**src/rtl/reg_dump_ctrl_if.sv**
```systemverilog
// Dump beat stream from the register-file sequencer to the debug host.
// Handshake: a beat transfers on a rising edge where out_valid && out_ready; once raised,
// out_valid, out_index and out_data hold stable until that transfer, and out_ready may toggle freely.
interface reg_dump_ctrl_if;
    logic        out_valid;
    logic        out_ready;
    logic [4:0]  out_index;
    logic [31:0] out_data;

    modport master (
        output out_valid,
        output out_index,
        output out_data,
        input  out_ready
    );

    modport slave (
        input  out_valid,
        input  out_index,
        input  out_data,
        output out_ready
    );
endinterface

```
**src/rtl/reg_dump_ctrl.sv**
```systemverilog
// Debug-side register-file sequencer: halts the core, streams x0..x(NUM_REGS-1) as beats,
// and injects single debug writes through the register file's debug ports.
module reg_dump_ctrl #(
    parameter int NUM_REGS    = 32,
    parameter int HALT_CYCLES = 1
) (
    input  logic                  clk,
    input  logic                  rst,
    input  logic                  dump_start,
    input  logic                  write_req,
    input  logic [4:0]            write_addr,
    input  logic [31:0]           write_data,
    output logic                  write_ack,
    reg_dump_ctrl_if.master       dump_out,
    output logic                  dump_busy,
    output logic                  dump_done,
    output logic                  cpu_halt,
    output logic [4:0]            dbg_read_reg,
    input  logic [31:0]           dbg_read_data,
    output logic                  dbg_reg_write,
    output logic [4:0]            dbg_write_reg,
    output logic [31:0]           dbg_write_data,
    output logic [2:0]            dbg_state
);

    typedef enum logic [2:0] {
        IDLE  = 3'd0,
        HALT  = 3'd1,
        READ  = 3'd2,
        SEND  = 3'd3,
        WRITE = 3'd4,
        DONE  = 3'd5
    } state_e;

    // HALT_CYCLES must be at least 1; the counter only ever holds HALT_CYCLES-1 down to 0.
    localparam int         HCW      = (HALT_CYCLES > 1) ? $clog2(HALT_CYCLES) : 1;
    localparam logic [4:0] LAST_IDX = 5'(NUM_REGS - 1);

    state_e          state_q, state_d;
    logic [HCW-1:0]  halt_cnt_q, halt_cnt_d;
    logic [4:0]      idx_q, idx_d;
    logic            out_valid_q, out_valid_d;
    logic [4:0]      out_index_q, out_index_d;
    logic [31:0]     out_data_q, out_data_d;
    logic [4:0]      wr_addr_q, wr_addr_d;
    logic [31:0]     wr_data_q, wr_data_d;

    always_ff @(posedge clk) begin
        if (rst) begin
            state_q     <= IDLE;
            halt_cnt_q  <= '0;
            idx_q       <= '0;
            out_valid_q <= 1'b0;
            out_index_q <= '0;
            out_data_q  <= '0;
            wr_addr_q   <= '0;
            wr_data_q   <= '0;
        end else begin
            state_q     <= state_d;
            halt_cnt_q  <= halt_cnt_d;
            idx_q       <= idx_d;
            out_valid_q <= out_valid_d;
            out_index_q <= out_index_d;
            out_data_q  <= out_data_d;
            wr_addr_q   <= wr_addr_d;
            wr_data_q   <= wr_data_d;
        end
    end

    always_comb begin
        state_d        = state_q;
        halt_cnt_d     = halt_cnt_q;
        idx_d          = idx_q;
        out_valid_d    = out_valid_q;
        out_index_d    = out_index_q;
        out_data_d     = out_data_q;
        wr_addr_d      = wr_addr_q;
        wr_data_d      = wr_data_q;
        write_ack      = 1'b0;
        dump_busy      = 1'b0;
        dump_done      = 1'b0;
        cpu_halt       = 1'b0;
        dbg_read_reg   = '0;
        dbg_reg_write  = 1'b0;
        dbg_write_reg  = '0;
        dbg_write_data = '0;

        case (state_q)
            IDLE: begin
                // A dump request wins; a concurrent write_req stays pending until the dump ends.
                if (dump_start) begin
                    state_d    = HALT;
                    halt_cnt_d = HCW'(HALT_CYCLES - 1);
                    idx_d      = '0;
                end else if (write_req) begin
                    wr_addr_d = write_addr;
                    wr_data_d = write_data;
                    state_d   = WRITE;
                end
            end
            HALT: begin
                cpu_halt  = 1'b1;
                dump_busy = 1'b1;
                if (halt_cnt_q == '0) begin
                    state_d = READ;
                end else begin
                    halt_cnt_d = halt_cnt_q - HCW'(1);
                end
            end
            READ: begin
                cpu_halt     = 1'b1;
                dump_busy    = 1'b1;
                dbg_read_reg = idx_q;
                out_data_d   = dbg_read_data;
                out_index_d  = idx_q;
                out_valid_d  = 1'b1;
                state_d      = SEND;
            end
            SEND: begin
                cpu_halt  = 1'b1;
                dump_busy = 1'b1;
                // The index stops at LAST_IDX; the FSM leaves rather than letting it wrap.
                if (out_valid_q && dump_out.out_ready) begin
                    out_valid_d = 1'b0;
                    if (idx_q == LAST_IDX) begin
                        state_d = DONE;
                    end else begin
                        idx_d   = idx_q + 5'd1;
                        state_d = READ;
                    end
                end
            end
            DONE: begin
                cpu_halt  = 1'b1;
                dump_busy = 1'b1;
                dump_done = 1'b1;
                state_d   = IDLE;
            end
            WRITE: begin
                cpu_halt       = 1'b1;
                dbg_reg_write  = 1'b1;
                dbg_write_reg  = wr_addr_q;
                dbg_write_data = wr_data_q;
                write_ack      = 1'b1;
                state_d        = IDLE;
            end
            default: begin
                state_d = IDLE;
            end
        endcase
    end

    assign dump_out.out_valid = out_valid_q;
    assign dump_out.out_index = out_index_q;
    assign dump_out.out_data  = out_data_q;
    assign dbg_state          = state_q;

endmodule

```
**src/flat_wrapper.sv**
```systemverilog
// flat-port wrapper written by rule: the top's interface ports become plain ports
module reg_dump_ctrl_flat 
#(
    parameter int NUM_REGS    = 32,
    parameter int HALT_CYCLES = 1
)
  (clk, rst, dump_start, write_req, write_addr, write_data, write_ack, dump_busy, dump_done, cpu_halt, dbg_read_reg, dbg_read_data, dbg_reg_write, dbg_write_reg, dbg_write_data, dbg_state, dump_out_out_valid, dump_out_out_index, dump_out_out_data, dump_out_out_ready);
  reg_dump_ctrl_if dump_out_i ();
  input  logic clk;
  input  logic rst;
  input  logic dump_start;
  input  logic write_req;
  input  logic [4:0] write_addr;
  input  logic [31:0] write_data;
  output logic write_ack;
  output logic dump_busy;
  output logic dump_done;
  output logic cpu_halt;
  output logic [4:0] dbg_read_reg;
  input  logic [31:0] dbg_read_data;
  output logic dbg_reg_write;
  output logic [4:0] dbg_write_reg;
  output logic [31:0] dbg_write_data;
  output logic [2:0] dbg_state;
  output wire logic [$bits(dump_out_i.out_valid)-1:0] dump_out_out_valid;
  output wire logic [$bits(dump_out_i.out_index)-1:0] dump_out_out_index;
  output wire logic [$bits(dump_out_i.out_data)-1:0] dump_out_out_data;
  input wire logic [$bits(dump_out_i.out_ready)-1:0] dump_out_out_ready;
  assign dump_out_out_valid = dump_out_i.out_valid;
  assign dump_out_out_index = dump_out_i.out_index;
  assign dump_out_out_data = dump_out_i.out_data;
  assign dump_out_i.out_ready = dump_out_out_ready;
  reg_dump_ctrl #(.NUM_REGS(NUM_REGS), .HALT_CYCLES(HALT_CYCLES)) u_core (.clk(clk), .rst(rst), .dump_start(dump_start), .write_req(write_req), .write_addr(write_addr), .write_data(write_data), .write_ack(write_ack), .dump_out(dump_out_i), .dump_busy(dump_busy), .dump_done(dump_done), .cpu_halt(cpu_halt), .dbg_read_reg(dbg_read_reg), .dbg_read_data(dbg_read_data), .dbg_reg_write(dbg_reg_write), .dbg_write_reg(dbg_write_reg), .dbg_write_data(dbg_write_data), .dbg_state(dbg_state));
endmodule
```
**config.mk**
```make
export PLATFORM = sky130hd
export DESIGN_NAME = reg_dump_ctrl_flat
export DESIGN_NICKNAME = d
export VERILOG_FILES = /design/src/rtl/reg_dump_ctrl_if.sv /design/src/rtl/reg_dump_ctrl.sv /design/src/flat_wrapper.sv
export SDC_FILE = /design/constraint.sdc
export NUM_CORES = 1
export LEC_CHECK = 0
export CAP_MARGIN = 20
export CORE_MARGIN = 3
export CORE_UTILIZATION = 40
export DETAILED_ROUTE_END_ITERATION = 16
export MAX_ROUTING_LAYER = met4
export PLACE_DENSITY = 0.78
export SLEW_MARGIN = 40
export SYNTH_ARGS = -nofsm -noshare
export SYNTH_HDL_FRONTEND = slang
export SYNTH_SLANG_ARGS = --single-unit
```
**constraint.sdc**
```tcl
create_clock -name clk -period 3.5 [get_ports clk]
set_input_delay 0.875 -clock clk [delete_from_list [all_inputs] [get_ports clk]]
set_output_delay 0.875 -clock clk [all_outputs]
set_load 0.05 [all_outputs]
```
==> key figures <==
Outcome
  – Status: complete, no violations

Placed design
  – Placer Congestion: 0.795
  – Hpwl dp: 6970 um
  – Pre-CTS setup slack: 0.521 ns
  – Port bufs: 161

Power and ir drop
  – Comb pwr share: 22.8%
  – Clock power frac: 29.9%
  – IR Drop Worst-Case VDD: 0.238 mV
  – Leak: 1.98 nW
  – Net Sw Frac: 30.0%
  – Pint: 0.00151 W
  – Psw: 0.000646 W
  – Pwr/cell area: 404 mW/mm2
  – Seq pwr share: 47.3%

CTS
  – Postcts setup bufs: 0
  – CTS sink count: 83
  – CTS Buf Count: 9
  – Hold_buf cts: 0
  – Resized Gates After CTS: 0
  – CTS HTree Levels: 3
  – CTS tree: yes
  – Clock slew at reported path FFs: 0.08 ns
  – Clk_lat worst skew: 0.34 ns
  – CTS root buf: clkbuf_8
  – Longest Clk Path Bufs: 2

Global routing
  – Vias in the first global route: 3325
  – Initial antenna violation count: 0
  – Global-route wire length before repair: 16000 um
  – Largest net degree at the start of global routing: 44
  – Tot GR Track Use: 20.2%
  – Grt ovf: 0

Drt
  – Vias/cell: 5.20
  – 1st-pass router iterations: 4
  – # DRC: 0
  – Iteration-0 DRC count of the detailed router: 116
  – Routed WL per cell: 14.5 um
  – Total routed wirelength: 10100 um
  – Antenna-violating nets left: 0
  – Via count: 3614

Logic synthesis
  – Unique masters post-synth: 39
  – Mux share of post-synthesis cell area: 0.842%
  – Cell count after synthesis: 444
  – FF+latch count, synth: 83
  – Synth area leader: dfxtp_1
  – Syn_area_per_cell: 8.04 um2
  – Synth warn: 0
  – Commonest cells in the netlist: 83 x dfxtp_1, 80 x nand2_1, 79 x a21oi_1
  – Mapped Area: 0.00357 mm2
  – Syn nets: 520
  – Xor and xnor area share after synthesis: 0%
  – Top_reg_cell synth: dfxtp_1
  – Number of synthesized flops with an enable pin: 0
  – Most frequent cell after synthesis: dfxtp_1
  – Register area share after synthesis: 46.6%
  – Area share of the largest cell type after synthesis: 46.6%
  – Ys async rst share: 0%
  – Area contributors post-synth: dfxtp_1 47%, a21oi_1 11%, nand2_1 8.4%
  – Compound-Gate Fraction of Synth Area: 18.0%
  – Simple-gate share of the synthesized area: 26.9%
  – Largest family of logic cells by synthesized area: simple AND/OR/NAND/NOR gates
  – Synth Area in Adders: 0.701%

Setup path
  – CP arrival: 2.32 ns
  – CP Launch Type: register
  – CP Class: reg -> out
  – CP endpoint kind: primary output
  – CP Max Fanout: 15
  – WP data required: 2.62 ns

STA
  – Final Hold Fails: 0
  – Final setup vio count: 0
  – Setup TNS Final: 0 ns
  – Slew HR: 53.1%
  – Period Utilization, post-route: 91.3%
  – Worst slew pin tran: 0.703 ns
  – Fin crit period: 3.20 ns
  – Worst setup margin: 0.304 ns
  – Unrepaired setup endpoints after global routing: false
  – Slew Viols, Final: 0
  – Clk_skew: 0.0113 ns
  – Max Freq: 313 MHz

Worst hold path
  – Min-delay worst type: reg -> reg

Finish
  – Layout cells sized above 1: 11.2%
  – Diodes inserted: 0
  – Final Util: 63.3%
  – Area Growth Syn to Fin: 49.3%
  – Final Net Count: 662

Floorplanning
  – Starting Density: 42.4%
  – # rows: 33
  – IO Pins: 162
  – Die height: 100 um
  – Die area: 0.0101 mm2
  – Die Width: 100 um
  – Core area: 0.00842 mm2

Flow run
  – Max-cap check violation count: 0
## final cells by class
cell class	count	area (um2)
Inverter	8	30.0
Clock buffer	12	135
Multi-Input combinational cell	314	1680
Sequential cell	83	1660
Tap cell	105	131
Timing Repair Buffer	170	1650
Fill cell	730	3100
Clock inverter	3	40.0
## metal layers
layer | track usage [%] | up-vias | share of wire (%)
met4 | 6.94 | 0 | 1.3
li1 | - | 1780 | -
met5 | - | - | 0
met3 | 7.89 | 12 | 11
met2 | 29.2 | 153 | 44
met1 | 25.9 | 1669 | 44
## final timing paths
check	start	slack (ns)	to	cells after the start
worst min-delay path	u_core.dump_out.out_index[0]	0.45	u_core.dump_out.out_index[0]	2
worst max register to register	u_core.idx_q[0]	1.53	u_core.idx_q[2]	6
worst min register to register	u_core.dump_out.out_index[0]	0.45	u_core.dump_out.out_index[0]	2
worst max-delay path	u_core.dbg_state[0]	0.30	dbg_write_data[24]	3
## flip-flops by register name, summed over array words and instances (netlist names)
| signal | cells |
|---|---|
| u_core.wr_addr_q | 5 |
| u_core.idx_q | 5 |
| u_core.dump_out.out_data | 32 |
| u_core.dump_out.out_valid | 1 |
| u_core.dump_out.out_index | 5 |
| u_core.wr_data_q | 32 |
| u_core.dbg_state | 3 |
## per-stage QoR
step | cells | hold slack, ns | cell area [um2] | total power [W]
after floorplan | 444 | 0.449 | 3570 | 0.00135
after global placement | 680 | 0.442 | 5140 | 0.00152
after detailed placement | 680 | 0.448 | 5150 | 0.00153
after CTS | 695 | 0.457 | 5320 | 0.00217
after global routing | 695 | 0.474 | 5330 | 0.00225
final | 695 | 0.453 | 5330 | 0.00215
## power groups by stage
stage	registers, W	clock network (W)	logic [W]
after global placement	0.00104	0	0.000484
after CTS	0.00102	0.000663	0.000492
after floorplan	0.00111	0	0.000240
after global routing	0.00102	0.000705	0.000525
final	0.00102	0.000643	0.000490
after detailed placement	0.00104	0	0.000489
## critical path, cell delays in order, from the launching register on
cell	delay [ns]
dfxtp_1	0.51
nor3b_4	0.48
and2_1	0.20
clkdlybuf4s50_1	0.79
## cell usage in the layout (no fill, tap or decap), drive strengths merged, types with 2 or more instances in the layout
cell           count
nor3               3
nand4b             2
clkinv             2
nor3b              3
mux2i              3
inv                8
ha                 2
clkbuf            12
nand2             80
nand3             41
and2              38
o2111ai            2
dfxtp             83
buf               43
o21ai             42
nor2               2
nand2b             3
or4                3
a21oi             79
clkdlybuf4s50    127
## kinds of logic after synthesis
| logic type | Yosys count |
|---|---|
| compound gates | 125 |
| fa+ha+maj | 2 |
| buf+inv | 47 |
| flops | 83 |
| mux | 3 |
| simple gates | 184 |
(Power assumes the default switching activity.)
